`config.mk`:
```
export PLATFORM = sky130hd
export DESIGN_NAME = tank_ctrl_flat
export DESIGN_NICKNAME = d
export VERILOG_FILES = /design/src/rtl/tank_ctrl_if.sv /design/src/rtl/tank_ctrl.sv /design/src/flat_wrapper.sv
export SDC_FILE = /design/constraint.sdc
export NUM_CORES = 1
export LEC_CHECK = 0
export BUFFER_PORTS_ARGS = -buffer_cell sky130_fd_sc_hd__buf_2
export CAP_MARGIN = 5
export CELL_PAD_IN_SITES_DETAIL_PLACEMENT = 0
export CELL_PAD_IN_SITES_GLOBAL_PLACEMENT = 1
export CORE_MARGIN = 2
export CORE_UTILIZATION = 45
export DETAILED_ROUTE_END_ITERATION = 16
export PLACE_DENSITY = 0.84
export SLEW_MARGIN = 20
export SYNTH_ARGS = -nofsm -noshare
export SYNTH_HDL_FRONTEND = slang
export SYNTH_SLANG_ARGS = --single-unit
```
`constraint.sdc`:
```
create_clock -name Clk -period 9.7 [get_ports Clk]
set_input_delay 1.94 -clock Clk [delete_from_list [all_inputs] [get_ports Clk]]
set_output_delay 1.94 -clock Clk [all_outputs]
set_load 0.01 [all_outputs]
```
`src/rtl/tank_ctrl_if.sv`:
```
// Bus between the tank controller and its environment: keyboard, pixel scan,
// bullet-pool fire handshake, position/facing outputs and a cooldown debug view.
interface tank_ctrl_if;
  logic [7:0] keycode;
  logic [9:0] DrawX;
  logic [9:0] DrawY;
  logic       fire_ack;
  logic       is_tank;
  logic [9:0] tank_X;
  logic [9:0] tank_Y;
  logic [1:0] facing;
  logic       fire_req;
  logic [9:0] fire_X;
  logic [9:0] fire_Y;
  logic [1:0] fire_dir;
  logic [7:0] dbg_cooldown;

  modport master (
    input  keycode, DrawX, DrawY, fire_ack,
    output is_tank, tank_X, tank_Y, facing, fire_req, fire_X, fire_Y, fire_dir,
    output dbg_cooldown
  );

  modport slave (
    output keycode, DrawX, DrawY, fire_ack,
    input  is_tank, tank_X, tank_Y, facing, fire_req, fire_X, fire_Y, fire_dir,
    input  dbg_cooldown
  );
endinterface

```
`src/rtl/tank_ctrl.sv`:
```
// Player tank controller: per-frame keyboard motion with edge clamping, facing,
// cooldown-gated fire request toward the bullet pool, and per-pixel hit test.
module tank_ctrl #(
  parameter logic [9:0] X_START      = 10'd500,
  parameter logic [9:0] Y_START      = 10'd240,
  parameter logic [9:0] X_MAX        = 10'd639,
  parameter logic [9:0] Y_MAX        = 10'd479,
  parameter logic [9:0] WIDTH        = 10'd50,
  parameter logic [9:0] HEIGHT       = 10'd50,
  parameter logic [9:0] STEP         = 10'd1,
  parameter logic [7:0] COOLDOWN     = 8'd30,
  parameter logic [1:0] RESET_FACING = 2'b00,
  parameter logic [7:0] KEY_UP       = 8'h1A,
  parameter logic [7:0] KEY_DOWN     = 8'h16,
  parameter logic [7:0] KEY_LEFT     = 8'h04,
  parameter logic [7:0] KEY_RIGHT    = 8'h07,
  parameter logic [7:0] KEY_FIRE     = 8'h58
) (
  input  logic        Clk,
  input  logic        Reset,
  input  logic        frame_clk,
  tank_ctrl_if.master bus
);
  localparam logic [1:0]  FACE_UP    = 2'b00;
  localparam logic [1:0]  FACE_RIGHT = 2'b01;
  localparam logic [1:0]  FACE_DOWN  = 2'b10;
  localparam logic [1:0]  FACE_LEFT  = 2'b11;
  localparam logic [10:0] X_LIM  = {1'b0, X_MAX} - {1'b0, WIDTH} + 11'd1;
  localparam logic [10:0] Y_LIM  = {1'b0, Y_MAX} - {1'b0, HEIGHT} + 11'd1;
  localparam logic [9:0]  HALF_W = WIDTH >> 1;
  localparam logic [9:0]  HALF_H = HEIGHT >> 1;

  // Fire handshake: fire_req is valid, fire_ack is ready. A shot transfers on
  // the Clk edge where both are high; until then fire_req/X/Y/dir are frozen.
  typedef enum logic {ST_IDLE, ST_PEND} fire_state_t;

  fire_state_t state_q, state_d;
  logic        frame_q, frame_d;
  logic        tick_q, tick_d;
  logic [9:0]  x_q, x_d, y_q, y_d;
  logic [1:0]  facing_q, facing_d;
  logic [9:0]  fire_x_q, fire_x_d, fire_y_q, fire_y_d;
  logic [1:0]  fire_dir_q, fire_dir_d;
  logic [7:0]  cd_q, cd_d;
  logic [10:0] x_inc, y_inc, x_end, y_end;
  logic        fire_start;

  always_comb begin
    frame_d    = frame_clk;
    tick_d     = frame_clk & ~frame_q;
    state_d    = state_q;
    x_d        = x_q;
    y_d        = y_q;
    facing_d   = facing_q;
    fire_x_d   = fire_x_q;
    fire_y_d   = fire_y_q;
    fire_dir_d = fire_dir_q;
    cd_d       = cd_q;
    fire_start = 1'b0;
    x_inc      = {1'b0, x_q} + {1'b0, STEP};
    y_inc      = {1'b0, y_q} + {1'b0, STEP};

    if (tick_q) begin
      if (bus.keycode == KEY_UP) begin
        facing_d = FACE_UP;
        y_d      = (y_q < STEP) ? 10'd0 : y_q - STEP;
      end else if (bus.keycode == KEY_DOWN) begin
        facing_d = FACE_DOWN;
        y_d      = (y_inc > Y_LIM) ? Y_LIM[9:0] : y_inc[9:0];
      end else if (bus.keycode == KEY_LEFT) begin
        facing_d = FACE_LEFT;
        x_d      = (x_q < STEP) ? 10'd0 : x_q - STEP;
      end else if (bus.keycode == KEY_RIGHT) begin
        facing_d = FACE_RIGHT;
        x_d      = (x_inc > X_LIM) ? X_LIM[9:0] : x_inc[9:0];
      end
      // Cooldown gate uses the value before this tick's decrement.
      fire_start = (bus.keycode == KEY_FIRE) && (cd_q == 8'd0) && (state_q == ST_IDLE);
      if (cd_q != 8'd0) cd_d = cd_q - 8'd1;
    end

    case (state_q)
      ST_IDLE: begin
        if (fire_start) begin
          state_d    = ST_PEND;
          fire_dir_d = facing_q;
          case (facing_q)
            FACE_UP: begin
              fire_x_d = x_q + HALF_W;
              fire_y_d = y_q;
            end
            FACE_RIGHT: begin
              fire_x_d = x_q + WIDTH - 10'd1;
              fire_y_d = y_q + HALF_H;
            end
            FACE_DOWN: begin
              fire_x_d = x_q + HALF_W;
              fire_y_d = y_q + HEIGHT - 10'd1;
            end
            default: begin
              fire_x_d = x_q;
              fire_y_d = y_q + HALF_H;
            end
          endcase
        end
      end
      ST_PEND: begin
        // Completion overrides any decrement on the same tick.
        if (bus.fire_ack) begin
          state_d = ST_IDLE;
          cd_d    = COOLDOWN;
        end
      end
      default: state_d = ST_IDLE;
    endcase
  end

  always_ff @(posedge Clk) begin
    if (Reset) begin
      state_q    <= ST_IDLE;
      frame_q    <= 1'b0;
      tick_q     <= 1'b0;
      x_q        <= X_START;
      y_q        <= Y_START;
      facing_q   <= RESET_FACING;
      fire_x_q   <= 10'd0;
      fire_y_q   <= 10'd0;
      fire_dir_q <= 2'b00;
      cd_q       <= 8'd0;
    end else begin
      state_q    <= state_d;
      frame_q    <= frame_d;
      tick_q     <= tick_d;
      x_q        <= x_d;
      y_q        <= y_d;
      facing_q   <= facing_d;
      fire_x_q   <= fire_x_d;
      fire_y_q   <= fire_y_d;
      fire_dir_q <= fire_dir_d;
      cd_q       <= cd_d;
    end
  end

  always_comb begin
    x_end       = {1'b0, x_q} + {1'b0, WIDTH} - 11'd1;
    y_end       = {1'b0, y_q} + {1'b0, HEIGHT} - 11'd1;
    bus.is_tank = ({1'b0, bus.DrawX} >= {1'b0, x_q}) && ({1'b0, bus.DrawX} <= x_end) &&
                  ({1'b0, bus.DrawY} >= {1'b0, y_q}) && ({1'b0, bus.DrawY} <= y_end);
  end

  assign bus.tank_X       = x_q;
  assign bus.tank_Y       = y_q;
  assign bus.facing       = facing_q;
  assign bus.fire_req     = (state_q == ST_PEND);
  assign bus.fire_X       = fire_x_q;
  assign bus.fire_Y       = fire_y_q;
  assign bus.fire_dir     = fire_dir_q;
  assign bus.dbg_cooldown = cd_q;
endmodule
```
`src/flat_wrapper.sv`:
```
// flat-port wrapper written by rule: the top's interface ports become plain ports
module tank_ctrl_flat 
#(
  parameter logic [9:0] X_START      = 10'd500,
  parameter logic [9:0] Y_START      = 10'd240,
  parameter logic [9:0] X_MAX        = 10'd639,
  parameter logic [9:0] Y_MAX        = 10'd479,
  parameter logic [9:0] WIDTH        = 10'd50,
  parameter logic [9:0] HEIGHT       = 10'd50,
  parameter logic [9:0] STEP         = 10'd1,
  parameter logic [7:0] COOLDOWN     = 8'd30,
  parameter logic [1:0] RESET_FACING = 2'b00,
  parameter logic [7:0] KEY_UP       = 8'h1A,
  parameter logic [7:0] KEY_DOWN     = 8'h16,
  parameter logic [7:0] KEY_LEFT     = 8'h04,
  parameter logic [7:0] KEY_RIGHT    = 8'h07,
  parameter logic [7:0] KEY_FIRE     = 8'h58
)
  (Clk, Reset, frame_clk, bus_keycode, bus_DrawX, bus_DrawY, bus_fire_ack, bus_is_tank, bus_tank_X, bus_tank_Y, bus_facing, bus_fire_req, bus_fire_X, bus_fire_Y, bus_fire_dir, bus_dbg_cooldown);
  tank_ctrl_if bus_i ();
  input  logic Clk;
  input  logic Reset;
  input  logic frame_clk;
  input wire logic [$bits(bus_i.keycode)-1:0] bus_keycode;
  input wire logic [$bits(bus_i.DrawX)-1:0] bus_DrawX;
  input wire logic [$bits(bus_i.DrawY)-1:0] bus_DrawY;
  input wire logic [$bits(bus_i.fire_ack)-1:0] bus_fire_ack;
  output wire logic [$bits(bus_i.is_tank)-1:0] bus_is_tank;
  output wire logic [$bits(bus_i.tank_X)-1:0] bus_tank_X;
  output wire logic [$bits(bus_i.tank_Y)-1:0] bus_tank_Y;
  output wire logic [$bits(bus_i.facing)-1:0] bus_facing;
  output wire logic [$bits(bus_i.fire_req)-1:0] bus_fire_req;
  output wire logic [$bits(bus_i.fire_X)-1:0] bus_fire_X;
  output wire logic [$bits(bus_i.fire_Y)-1:0] bus_fire_Y;
  output wire logic [$bits(bus_i.fire_dir)-1:0] bus_fire_dir;
  output wire logic [$bits(bus_i.dbg_cooldown)-1:0] bus_dbg_cooldown;
  assign bus_i.keycode = bus_keycode;
  assign bus_i.DrawX = bus_DrawX;
  assign bus_i.DrawY = bus_DrawY;
  assign bus_i.fire_ack = bus_fire_ack;
  assign bus_is_tank = bus_i.is_tank;
  assign bus_tank_X = bus_i.tank_X;
  assign bus_tank_Y = bus_i.tank_Y;
  assign bus_facing = bus_i.facing;
  assign bus_fire_req = bus_i.fire_req;
  assign bus_fire_X = bus_i.fire_X;
  assign bus_fire_Y = bus_i.fire_Y;
  assign bus_fire_dir = bus_i.fire_dir;
  assign bus_dbg_cooldown = bus_i.dbg_cooldown;
  tank_ctrl #(.X_START(X_START), .Y_START(Y_START), .X_MAX(X_MAX), .Y_MAX(Y_MAX), .WIDTH(WIDTH), .HEIGHT(HEIGHT), .STEP(STEP), .COOLDOWN(COOLDOWN), .RESET_FACING(RESET_FACING), .KEY_UP(KEY_UP), .KEY_DOWN(KEY_DOWN), .KEY_LEFT(KEY_LEFT), .KEY_RIGHT(KEY_RIGHT), .KEY_FIRE(KEY_FIRE)) u_core (.Clk(Clk), .Reset(Reset), .frame_clk(frame_clk), .bus(bus_i));
endmodule
```
### Word-level counts from Yosys, hierarchy flattened

Index checks and enable logic that the tools add are counted.

* bits in registers: 55
* latch bits: 0
* bits in writable memories: 0
* memory bits (read-only): 0
* input bits: 32
* output and inout bits: 54
* logic and storage cells: 83
* memories: 0

* add/sub/neg operators: 15
* multiply operators: 0
* div/mod/pow operators: 0
* $lt $le $gt $ge: 8
* equality and inequality tests: 7
* shift operators: 0
* muxes and demuxes: 22
* bitwise logic cells: 5
* reductions and logical operators: 16

Operator list (count)
* 2-to-1 mux 10 bit: 8
* one-hot mux 10 bit (2 select lines): 2
* subtractor 10 x 1 -> 10 bit, second input constant: 4
* 2-to-1 mux 8 bit: 4
* adder 10 x 1 -> 11 bit, second input constant: 2
* adder 10 x 6 -> 11 bit, second input constant: 2
* <= comparator 10 x 11 -> 1 bit: 2
* subtractor 11 x 1 -> 11 bit, second input constant: 2
* adder 10 x 5 -> 10 bit, second input constant: 2
* adder 10 x 6 -> 10 bit, second input constant: 2
* >= comparator 10 bit: 2
* < comparator 10 x 1 -> 1 bit, second input constant: 2
* equality test 8 x 3 -> 1 bit, second input constant: 2
* equality test 8 x 5 -> 1 bit, second input constant: 2
* > comparator 11 x 10 -> 1 bit, second input constant: 1
* > comparator 11 x 9 -> 1 bit, second input constant: 1
* equality test 8 x 7 -> 1 bit, second input constant: 1
* zero test 8 bit: 1
* 2-to-1 mux 2 bit: 4
* nonzero test 8 bit: 1
* subtractor 8 x 1 -> 8 bit, second input constant: 1
* AND reduction 2 bit: 3
* logical AND 1 bit: 5
* NOT 1 bit: 4
* 10 further kinds: 13

### Logic depth before layout (Yosys ltp)

Gate-level depths: netlist of run 1.

* depth after elaboration: 6
* mapped depth: 12
* mapped depth without buffers: 11

### Worst setup path before layout of run 1

OpenSTA, ideal clock, no wires.

* path type: input-to-output
* start: input port bus_DrawY[1]
* end: output port bus_is_tank
* arrival time: 3.629 ns
* required time: 7.760 ns
* path slack: 4.131 ns
* cell stages on the path: 7
* path buffers: 0
* cell sequence: ha_1 nor2b_1 o21ai_0 a21oi_1 or4b_2 a32o_1 nor3_1

* cells in the longest elaborated chain, start to end: 3
* elaborated cells on any way between the ends: 4
* those cells by class: order compare (2); reduce/logical (2)

Ends and longest elaborated chain
* start, declared: line flat_wrapper.sv:26 `input wire logic [$bits(bus_i.DrawY)-1:0] bus_DrawY;`
* >= comparator 10 bit: line tank_ctrl.sv:148 `({1'b0, bus.DrawY} >= {1'b0, y_q}) && ({1'b0, bus.DrawY} <= y_end);`
* logical AND 1 bit: line tank_ctrl.sv:147 `bus.is_tank = ({1'b0, bus.DrawX} >= {1'b0, x_q}) && ({1'b0, bus.DrawX} <= x_end) &&`
* logical AND 1 bit *: line tank_ctrl.sv:148
* end, declared: line flat_wrapper.sv:28 `output wire logic [$bits(bus_i.is_tank)-1:0] bus_is_tank;`

Mark *: on every way between the ends. The rest lies on a longest branch, timed or not.

### Final worst setup path of run 1

* start: register u_core.y_q[0], in the netlist u_core.bus.tank_Y[0]
* end: output port bus_is_tank

* cells in the longest elaborated chain, start to end: 4
* elaborated cells on any way between the ends: 6
* those cells by class: add/sub (2); order compare (2); reduce/logical (2)

Ends and longest elaborated chain
* start, declared: line tank_ctrl.sv:40 `logic [9:0] x_q, x_d, y_q, y_d;`
* start signal, assigned: line tank_ctrl.sv:135 `y_q <= y_d;`
* adder 10 x 6 -> 11 bit: line tank_ctrl.sv:146 `y_end = {1'b0, y_q} + {1'b0, HEIGHT} - 11'd1;`
* subtractor 11 x 1 -> 11 bit: line tank_ctrl.sv:146
* <= comparator 10 x 11 -> 1 bit: line tank_ctrl.sv:148
* logical AND 1 bit *: line tank_ctrl.sv:148

Marked as above.

==> results of run 1 <==
logic make-up (layout without fill, tap and decap cells):
kind of cell / Yosys count / in the layout / share of synthesized area, %
AND/OR/NAND/NOR: 227 / 227 / 23.1
AO/OA/AOI/OAI: 193 / 193 / 26.5
buffers and inverters: 75 / 127 / 5.96
flip-flops: 55 / 55 / 21.9
adder cells (fa/ha/maj): 48 / 48 / 12.0
XOR/XNOR: 43 / 43 / 7.50
multiplexers: 15 / 15 / 3.02
power breakdown:
| part | switching (mW) | leakage [nW] | internal [mW] |
|---|---|---|---|
| registers | 0.00879 | 0.445 | 0.232 |
| clock network | 0.0776 | 0.0361 | 0.0483 |
| logic | 0.0446 | 1.80 | 0.0348 |
placed cells by master (no fill, tap or decap), drive strengths merged, types with 3 or more instances in the layout:
cell     Yosys  routed
buf          7      88
nor2        63      63
dfxtp       55      55
a21oi       49      49
nand2       48      48
ha          48      48
o21ai       42      42
xnor2       38      38
inv         31      31
nand3       23      23
nor3        22      22
a211oi      17      17
nand4       14      14
mux2i       14      14
nor2b       11      11
a31oi        9       9
nor4         9       9
a21o         8       8
and3         6       6
o211ai       6       6
a221oi       6       6
a311oi       5       5
xor2         5       5
and4         5       5
a221o        5       5
clkbuf      35       5
o2111ai      4       4
o21a         4       4
nand2b       4       4
nand3b       4       4
o32ai        4       4
and2         4       4
a211o        3       3
o22ai        3       3
nor3b        3       3
a32oi        3       3
cell usage after synthesis, types with 3 or more instances:
library cell,count,share of area [%]
a32oi_1,3,0.52
o32ai_1,4,0.70
inv_1,29,2.2
o21ai_0,42,4.2
a211oi_1,9,1.3
nand2b_1,4,0.50
nand4_1,14,1.7
nand2_1,48,3.6
a221oi_1,6,1.0
a211o_1,3,0.52
a311oi_1,5,0.87
dfxtp_1,55,22
o2111ai_1,4,0.70
o22ai_1,3,0.37
nand3_1,23,2.3
nand3b_1,4,0.60
clkbuf_1,35,2.6
a21o_1,8,1.2
nor4_1,8,1.0
and4_1,5,0.87
a31oi_1,9,1.1
a221o_1,5,1.0
mux2i_1,14,2.8
nor3_1,20,2.0
xnor2_1,38,6.6
xor2_1,5,0.87
o21a_1,4,0.60
and3_1,6,0.75
ha_1,48,12
nor3b_1,3,0.45
and2_1,4,0.50
a21oi_1,49,4.9
nor2b_1,11,1.4
a211oi_2,8,2.0
o211ai_1,6,0.90
nor2_1,63,4.7
state kept, by name, summed over array words and instances (netlist names):
name                     flops
u_core.bus.dbg_cooldown      8
u_core.bus.fire_Y           10
u_core.tick_q                1
u_core.bus.tank_Y           10
u_core.bus.fire_req          1
u_core.bus.fire_X           10
u_core.bus.facing            2
u_core.bus.fire_dir          2
u_core.bus.tank_X           10
u_core.frame_q               1
worst min-delay path by stage:
stage / to / slack, ns / cells after the start
final: u_core.tick_q / 0.39 / 1
after detailed placement: u_core.tick_q / 0.38 / 1
after floorplan: u_core.tick_q / 0.37 / 1
after global routing: u_core.tick_q / 0.40 / 1
after global placement: u_core.tick_q / 0.37 / 1
after CTS: u_core.tick_q / 0.40 / 1
routing by layer:
layer / GRT usage (%) / vias up
met4: 5.97 / 0
met3: 5.39 / 14
met1: 37.5 / 2464
met5: 0 / -
li1: - / 2537
met2: 39.2 / 240
critical path: stages, from the launching register on:
cell and delay [ns]:
dfxtp_1 0.47, ha_1 0.40, a311oi_1 0.63, nor2_1 0.13
xnor2_1 0.16, ha_1 0.31, a21o_1 0.18, a21oi_1 0.17
or4b_2 0.64, a32o_1 0.23, nor3_1 0.12, buf_2 0.15
cell type report:
| cell class | count | area [um2] | share of cell area, % |
|---|---|---|---|
| well taps | 140 | 175 | 3.16 |
| clock buffers | 5 | 68.8 | 1.24 |
| flip-flops and latches | 55 | 1100 | 19.9 |
| clock inverters | 1 | 7.51 | 0.135 |
| multi-input cells | 526 | 3620 | 65.3 |
| repair buffers | 88 | 448 | 8.08 |
| inverters | 33 | 124 | 2.23 |
==> flow_results.xml, run 1 <==
<?xml version="1.0" encoding="UTF-8"?>
<metrics>
  <group name="detailed_routing">
    <metric name="route.detailed.wl_per_inst" unit="um">18.3</metric>
    <metric name="dr_wl_met2" unit="um">6620</metric>
    <metric name="vias" unit="">5255</metric>
    <metric name="avgViaCountPerCell" unit="">6.20</metric>
    <metric name="drc_errors" unit="">0</metric>
    <metric name="drtIter0Drc" unit="">513</metric>
    <metric name="detail-route-antenna-nets" unit="">0</metric>
    <metric name="route.met3.wl" unit="um">1370</metric>
    <metric name="route.top_layer_used" unit="">met4</metric>
    <metric name="detail_route.wirelength" unit="um">15500</metric>
    <metric name="m1WireLength" unit="um">7390</metric>
    <metric name="detail_route.first_pass.iterations" unit="">5</metric>
  </group>
  <group name="synth">
    <metric name="synth_cell_type_count" unit="">72</metric>
    <metric name="postSynth.topFlopCell" unit="">dfxtp_1</metric>
    <metric name="synth.cell_area" unit="um2">5020</metric>
    <metric name="postSynth.asyncResetShare" unit="%">0</metric>
    <metric name="synth-seq-area-share" unit="%">21.9</metric>
    <metric name="synth.avg_cell_area" unit="um2">7.65</metric>
    <metric name="synth.ff_latch_count" unit="">55</metric>
    <metric name="mappedNetlistNets" unit="">736</metric>
    <metric name="synth.yosys.warnings" unit="">0</metric>
    <metric name="number_of_enable_type_register_cells_in_the_synthesized_netlist" unit="">0</metric>
    <metric name="syn-instance-count" unit="">656</metric>
  </group>
  <group name="clock_tree">
    <metric name="ctsRootBufferMaster" unit="">clkbuf_8</metric>
    <metric name="tritoncts_num_sinks" unit="">55</metric>
    <metric name="count_of_buffers_added_by_post_cts_timing_repair_for_setup" unit="">0</metric>
    <metric name="clk_latency" unit="ns">0.32</metric>
    <metric name="cts_hold_repair.buffers" unit="">0</metric>
    <metric name="cts_htree_levels" unit="">2</metric>
    <metric name="cts_inserted_buffers" unit="">5</metric>
    <metric name="clock_tree.buffer_depth" unit="">2</metric>
    <metric name="tritoncts" unit="">done</metric>
    <metric name="clkSlewWorstSetupHoldPaths" unit="ns">0.11</metric>
    <metric name="cts_resized" unit="">0</metric>
  </group>
  <group name="final_layout">
    <metric name="antenna_cells_inserted" unit="">0</metric>
    <metric name="drive_above_1_share" unit="%">15.8</metric>
    <metric name="stdcell_area" unit="um2">5540</metric>
    <metric name="num-fill-cells" unit="">1091</metric>
    <metric name="finalCoreUtilization" unit="%">51.1</metric>
    <metric name="areaGrowthSynthToFinish" unit="%">10.4</metric>
    <metric name="final_net_count" unit="">789</metric>
    <metric name="non_filler_instance_count_after_layout" unit="">848</metric>
  </group>
  <group name="floorplanning">
    <metric name="floorplan.die_area" unit="um2">12000</metric>
    <metric name="floorplan.initialDensity" unit="%">46.3</metric>
    <metric name="coreArea" unit="um2">10800</metric>
    <metric name="top_level_ports" unit="">86</metric>
    <metric name="die_width" unit="um">110</metric>
    <metric name="dieHeight" unit="um">110</metric>
    <metric name="rows" unit="">38</metric>
  </group>
  <group name="timing">
    <metric name="hold_viol_final" unit="">0</metric>
    <metric name="final_min_period_over_clock_period" unit="%">60.4</metric>
    <metric name="hold-worst-slack" unit="ns">0.392</metric>
    <metric name="max_clock_freq" unit="GHz">0.171</metric>
    <metric name="worst_clock_skew" unit="ns">0.0150</metric>
    <metric name="slew_violations" unit="">0</metric>
    <metric name="grt_setup_unrepaired" unit="">no</metric>
    <metric name="worst_slew_margin_rel" unit="%">47.3</metric>
    <metric name="setup_violations" unit="">0</metric>
    <metric name="slew_at_the_pin_closest_to_its_max_slew_limit" unit="ns">0.789</metric>
    <metric name="tns" unit="ns">0</metric>
    <metric name="finalWorstSetupSlack" unit="ns">3.84</metric>
    <metric name="final_period_minus_worst_setup_slack" unit="ns">5.86</metric>
  </group>
  <group name="setup_path">
    <metric name="timing.setup.critical_path_class" unit="">flip-flop to output port</metric>
    <metric name="critical_path.startpoint" unit="">u_core.bus.tank_Y[0]</metric>
    <metric name="regToRegSetupSlack" unit="ns">6.56</metric>
    <metric name="worst_ep_required_time" unit="ns">7.76</metric>
    <metric name="rr_worst_depth" unit="">8</metric>
    <metric name="timing.rr.start" unit="">u_core.bus.tank_Y[0]</metric>
    <metric name="crit_end" unit="">bus_is_tank</metric>
    <metric name="r2r-end" unit="">u_core.bus.tank_Y[5]</metric>
    <metric name="critPathArrivalTime" unit="ns">3.92</metric>
    <metric name="critical_path_launch_point_type" unit="">flip-flop</metric>
    <metric name="crit_path_max_fanout" unit="">13</metric>
    <metric name="timing.critical_path.to_type" unit="">output port</metric>
  </group>
  <group name="job">
    <metric name="drv.max_cap_violation_count" unit="">0</metric>
  </group>
  <group name="grt">
    <metric name="grt_antenna_before_repair" unit="">0</metric>
    <metric name="track_usage" unit="%">25.9</metric>
    <metric name="grt_pass1_vias" unit="">4765</metric>
    <metric name="grt_start_max_net_pins" unit="">51</metric>
    <metric name="wire_length_of_the_first_global_routing_pass" unit="um">24600</metric>
    <metric name="grt.overflow.total" unit="">0</metric>
  </group>
  <group name="placement">
    <metric name="place_hpwl" unit="um">11700</metric>
    <metric name="preCtsSetupSlack" unit="ns">3.85</metric>
    <metric name="port-buffer-count" unit="">85</metric>
    <metric name="routabilityCongestion" unit="">0.949</metric>
    <metric name="dpl_cells" unit="">842</metric>
    <metric name="placed_cell_area" unit="um2">5470</metric>
  </group>
  <group name="pwr">
    <metric name="pleak" unit="nW">2.28</metric>
    <metric name="design_power_total" unit="mW">0.446</metric>
    <metric name="p_per_area" unit="nW/um2">80.4</metric>
    <metric name="max-vdd-ir-drop" unit="uV">63.6</metric>
  </group>
  <group name="status">
    <metric name="status" unit="">completed</metric>
  </group>
  <group name="hold_path">
    <metric name="worstHoldPathType" unit="">flip-flop to flip-flop</metric>
    <metric name="worstHoldStart" unit="">u_core.frame_q</metric>
  </group>
</metrics>
No activity file was read; power rests on OpenSTA's default activity.
==> inputs of run 2 (changes only) <==
--- a/config.mk
+++ b/config.mk
@@ -10,9 +10,9 @@
 export CELL_PAD_IN_SITES_DETAIL_PLACEMENT = 0
 export CELL_PAD_IN_SITES_GLOBAL_PLACEMENT = 1
 export CORE_MARGIN = 2
-export CORE_UTILIZATION = 45
+export CORE_UTILIZATION = 38
 export DETAILED_ROUTE_END_ITERATION = 16
-export PLACE_DENSITY = 0.84
+export PLACE_DENSITY = 0.76
 export SLEW_MARGIN = 20
 export SYNTH_ARGS = -nofsm -noshare
 export SYNTH_HDL_FRONTEND = slang
==> constraint.sdc (replaced) <==
create_clock -name Clk -period 5.1 [get_ports Clk]
set_input_delay 1.02 -clock Clk [delete_from_list [all_inputs] [get_ports Clk]]
set_output_delay 1.02 -clock Clk [all_outputs]
set_load 0.01 [all_outputs]
==> flow_results.xml, run 2 (same netlist as run 1, synthesis figures left out) <==
<?xml version="1.0" encoding="UTF-8"?>
<metrics>
  <group name="placement">
    <metric name="dpl_cells" unit="">877</metric>
    <metric name="routabilityCongestion" unit="">0.917</metric>
    <metric name="place_hpwl" unit="um">12300</metric>
    <metric name="preCtsSetupSlack" unit="ns">0.613</metric>
    <metric name="port-buffer-count" unit="">85</metric>
    <metric name="placed_cell_area" unit="um2">5530</metric>
  </group>
  <group name="setup_path">
    <metric name="crit_buf_inv" unit="">1</metric>
    <metric name="critPathTopFamily" unit="">compound AO/OA/AOI/OAI gates</metric>
    <metric name="rr_worst_depth" unit="">9</metric>
    <metric name="worst_ep_required_time" unit="ns">4.08</metric>
    <metric name="regToRegSetupSlack" unit="ns">2.17</metric>
    <metric name="r2r-end" unit="">u_core.bus.tank_Y[5]</metric>
    <metric name="crit_path_max_fanout" unit="">13</metric>
    <metric name="worst_path_max_delay_cell" unit="">a311oi_1</metric>
    <metric name="critical_path_launch_point_type" unit="">flip-flop</metric>
    <metric name="critPathArrivalTime" unit="ns">3.84</metric>
    <metric name="timing.rr.start" unit="">u_core.bus.tank_Y[0]</metric>
    <metric name="critPathMostFrequentCell" unit="">ha_1</metric>
    <metric name="crit_end" unit="">bus_is_tank</metric>
    <metric name="critical_path.startpoint" unit="">u_core.bus.tank_Y[1]</metric>
    <metric name="crit_chain" unit="">ha_1 -&gt; a311oi_1 -&gt; nor2_1 -&gt; xnor2_1 -&gt; ha_1 -&gt; a21o_1 -&gt; a21oi_1 -&gt; or4b_2 -&gt; a32o_1 -&gt; nor3_1 -&gt; buf_2</metric>
    <metric name="timing.setup.critical_path_class" unit="">flip-flop to output port</metric>
    <metric name="critical_path_cell_count" unit="">11</metric>
    <metric name="timing.critical_path.to_type" unit="">output port</metric>
    <metric name="cp_slowest_stage_delay" unit="ns">0.65</metric>
  </group>
  <group name="clock_tree">
    <metric name="count_of_buffers_added_by_post_cts_timing_repair_for_setup" unit="">0</metric>
    <metric name="tritoncts" unit="">done</metric>
    <metric name="clk_latency" unit="ns">0.31</metric>
    <metric name="cts_htree_levels" unit="">2</metric>
    <metric name="cts_hold_repair.buffers" unit="">0</metric>
    <metric name="clock_tree.buffer_depth" unit="">2</metric>
    <metric name="ctsRootBufferMaster" unit="">clkbuf_16</metric>
    <metric name="clkSlewWorstSetupHoldPaths" unit="ns">0.08</metric>
    <metric name="tritoncts_num_sinks" unit="">55</metric>
    <metric name="cts_inserted_buffers" unit="">5</metric>
    <metric name="cts_resized" unit="">0</metric>
  </group>
  <group name="final_layout">
    <metric name="non_filler_instance_count_after_layout" unit="">885</metric>
    <metric name="layout.cells.most_common_list" unit="">85 x buf_2, 63 x nor2_1, 55 x dfxtp_1</metric>
    <metric name="drive_above_1_share" unit="%">16.4</metric>
    <metric name="final_net_count" unit="">792</metric>
    <metric name="most_common_cell_after_layout_fill_and_taps_aside" unit="">buf_2</metric>
    <metric name="finalCoreUtilization" unit="%">44.7</metric>
    <metric name="antenna_cells_inserted" unit="">0</metric>
    <metric name="stdcell_area" unit="um2">5700</metric>
    <metric name="areaGrowthSynthToFinish" unit="%">13.6</metric>
  </group>
  <group name="timing">
    <metric name="worst_slew_margin_rel" unit="%">39.7</metric>
    <metric name="tns" unit="ns">0</metric>
    <metric name="slew_at_the_pin_closest_to_its_max_slew_limit" unit="ns">0.896</metric>
    <metric name="hold-worst-slack" unit="ns">0.388</metric>
    <metric name="worst_clock_skew" unit="ns">0.00769</metric>
    <metric name="finalWorstSetupSlack" unit="ns">0.239</metric>
    <metric name="final_period_minus_worst_setup_slack" unit="ns">4.86</metric>
    <metric name="hold_viol_final" unit="">0</metric>
    <metric name="final_min_period_over_clock_period" unit="%">95.3</metric>
    <metric name="max_clock_freq" unit="GHz">0.206</metric>
    <metric name="slew_violations" unit="">0</metric>
    <metric name="setup_violations" unit="">0</metric>
    <metric name="grt_setup_unrepaired" unit="">no</metric>
  </group>
  <group name="detailed_routing">
    <metric name="detail_route.wirelength" unit="um">16200</metric>
    <metric name="drc_errors" unit="">0</metric>
    <metric name="detail-route-antenna-nets" unit="">0</metric>
    <metric name="drtIter0Drc" unit="">381</metric>
    <metric name="avgViaCountPerCell" unit="">5.94</metric>
    <metric name="route.detailed.wl_per_inst" unit="um">18.3</metric>
    <metric name="detail_route.first_pass.iterations" unit="">5</metric>
    <metric name="vias" unit="">5253</metric>
  </group>
  <group name="floorplanning">
    <metric name="rows" unit="">41</metric>
    <metric name="floorplan.initialDensity" unit="%">39.3</metric>
    <metric name="floorplan.die_area" unit="um2">14100</metric>
    <metric name="die_width" unit="um">119</metric>
    <metric name="top_level_ports" unit="">86</metric>
    <metric name="coreArea" unit="um2">12800</metric>
    <metric name="dieHeight" unit="um">119</metric>
  </group>
  <group name="grt">
    <metric name="wire_length_of_the_first_global_routing_pass" unit="um">26500</metric>
    <metric name="grt_pass1_vias" unit="">4928</metric>
    <metric name="track_usage" unit="%">23.2</metric>
    <metric name="grt_antenna_before_repair" unit="">0</metric>
    <metric name="grt.overflow.total" unit="">0</metric>
    <metric name="grt_start_max_net_pins" unit="">51</metric>
  </group>
  <group name="job">
    <metric name="drv.max_cap_violation_count" unit="">0</metric>
  </group>
  <group name="pwr">
    <metric name="design_power_total" unit="mW">1.04</metric>
    <metric name="p_per_area" unit="nW/um2">182</metric>
    <metric name="pleak" unit="nW">2.35</metric>
    <metric name="max-vdd-ir-drop" unit="uV">156</metric>
  </group>
  <group name="status">
    <metric name="status" unit="">completed</metric>
  </group>
  <group name="hold_path">
    <metric name="worstHoldPathType" unit="">flip-flop to flip-flop</metric>
  </group>
</metrics>
[run 2: power breakdown]
part	leakage (nW)	switching (mW)	internal, mW	total [mW]
registers	0.445	0.0158	0.440	0.456
logic	1.81	0.0867	0.0665	0.153
clock network	0.0868	0.184	0.245	0.430
[run 2: layout make-up]
type / count / area, um2
clock buffers: 6 / 139
clock inverters: 2 / 35.0
fillers: 1318 / 7070
inverters: 33 / 124
multi-input cells: 526 / 3620
flip-flops and latches: 55 / 1100
well taps: 172 / 215
repair buffers: 91 / 470
[run 2: layer usage]
metal / vias up / global-route usage, % / wire length, um
li1: 2543 / - / -
met1: 2476 / 33.0 / 7690
met3: 19 / 5.27 / 1260
met4: 0 / 5.65 / 255
met5: - / 0 / 0
met2: 215 / 35.4 / 6960
[run 2: worst min path at each step]
stage,start,to,slack [ns],cells after the start
final,u_core.frame_q,u_core.tick_q,0.39,1
after global routing,u_core.frame_q,u_core.tick_q,0.41,1
after CTS,u_core.frame_q,u_core.tick_q,0.39,1
after detailed placement,u_core.frame_q,u_core.tick_q,0.38,1
after global placement,u_core.frame_q,u_core.tick_q,0.37,1
after floorplan,u_core.frame_q,u_core.tick_q,0.37,1
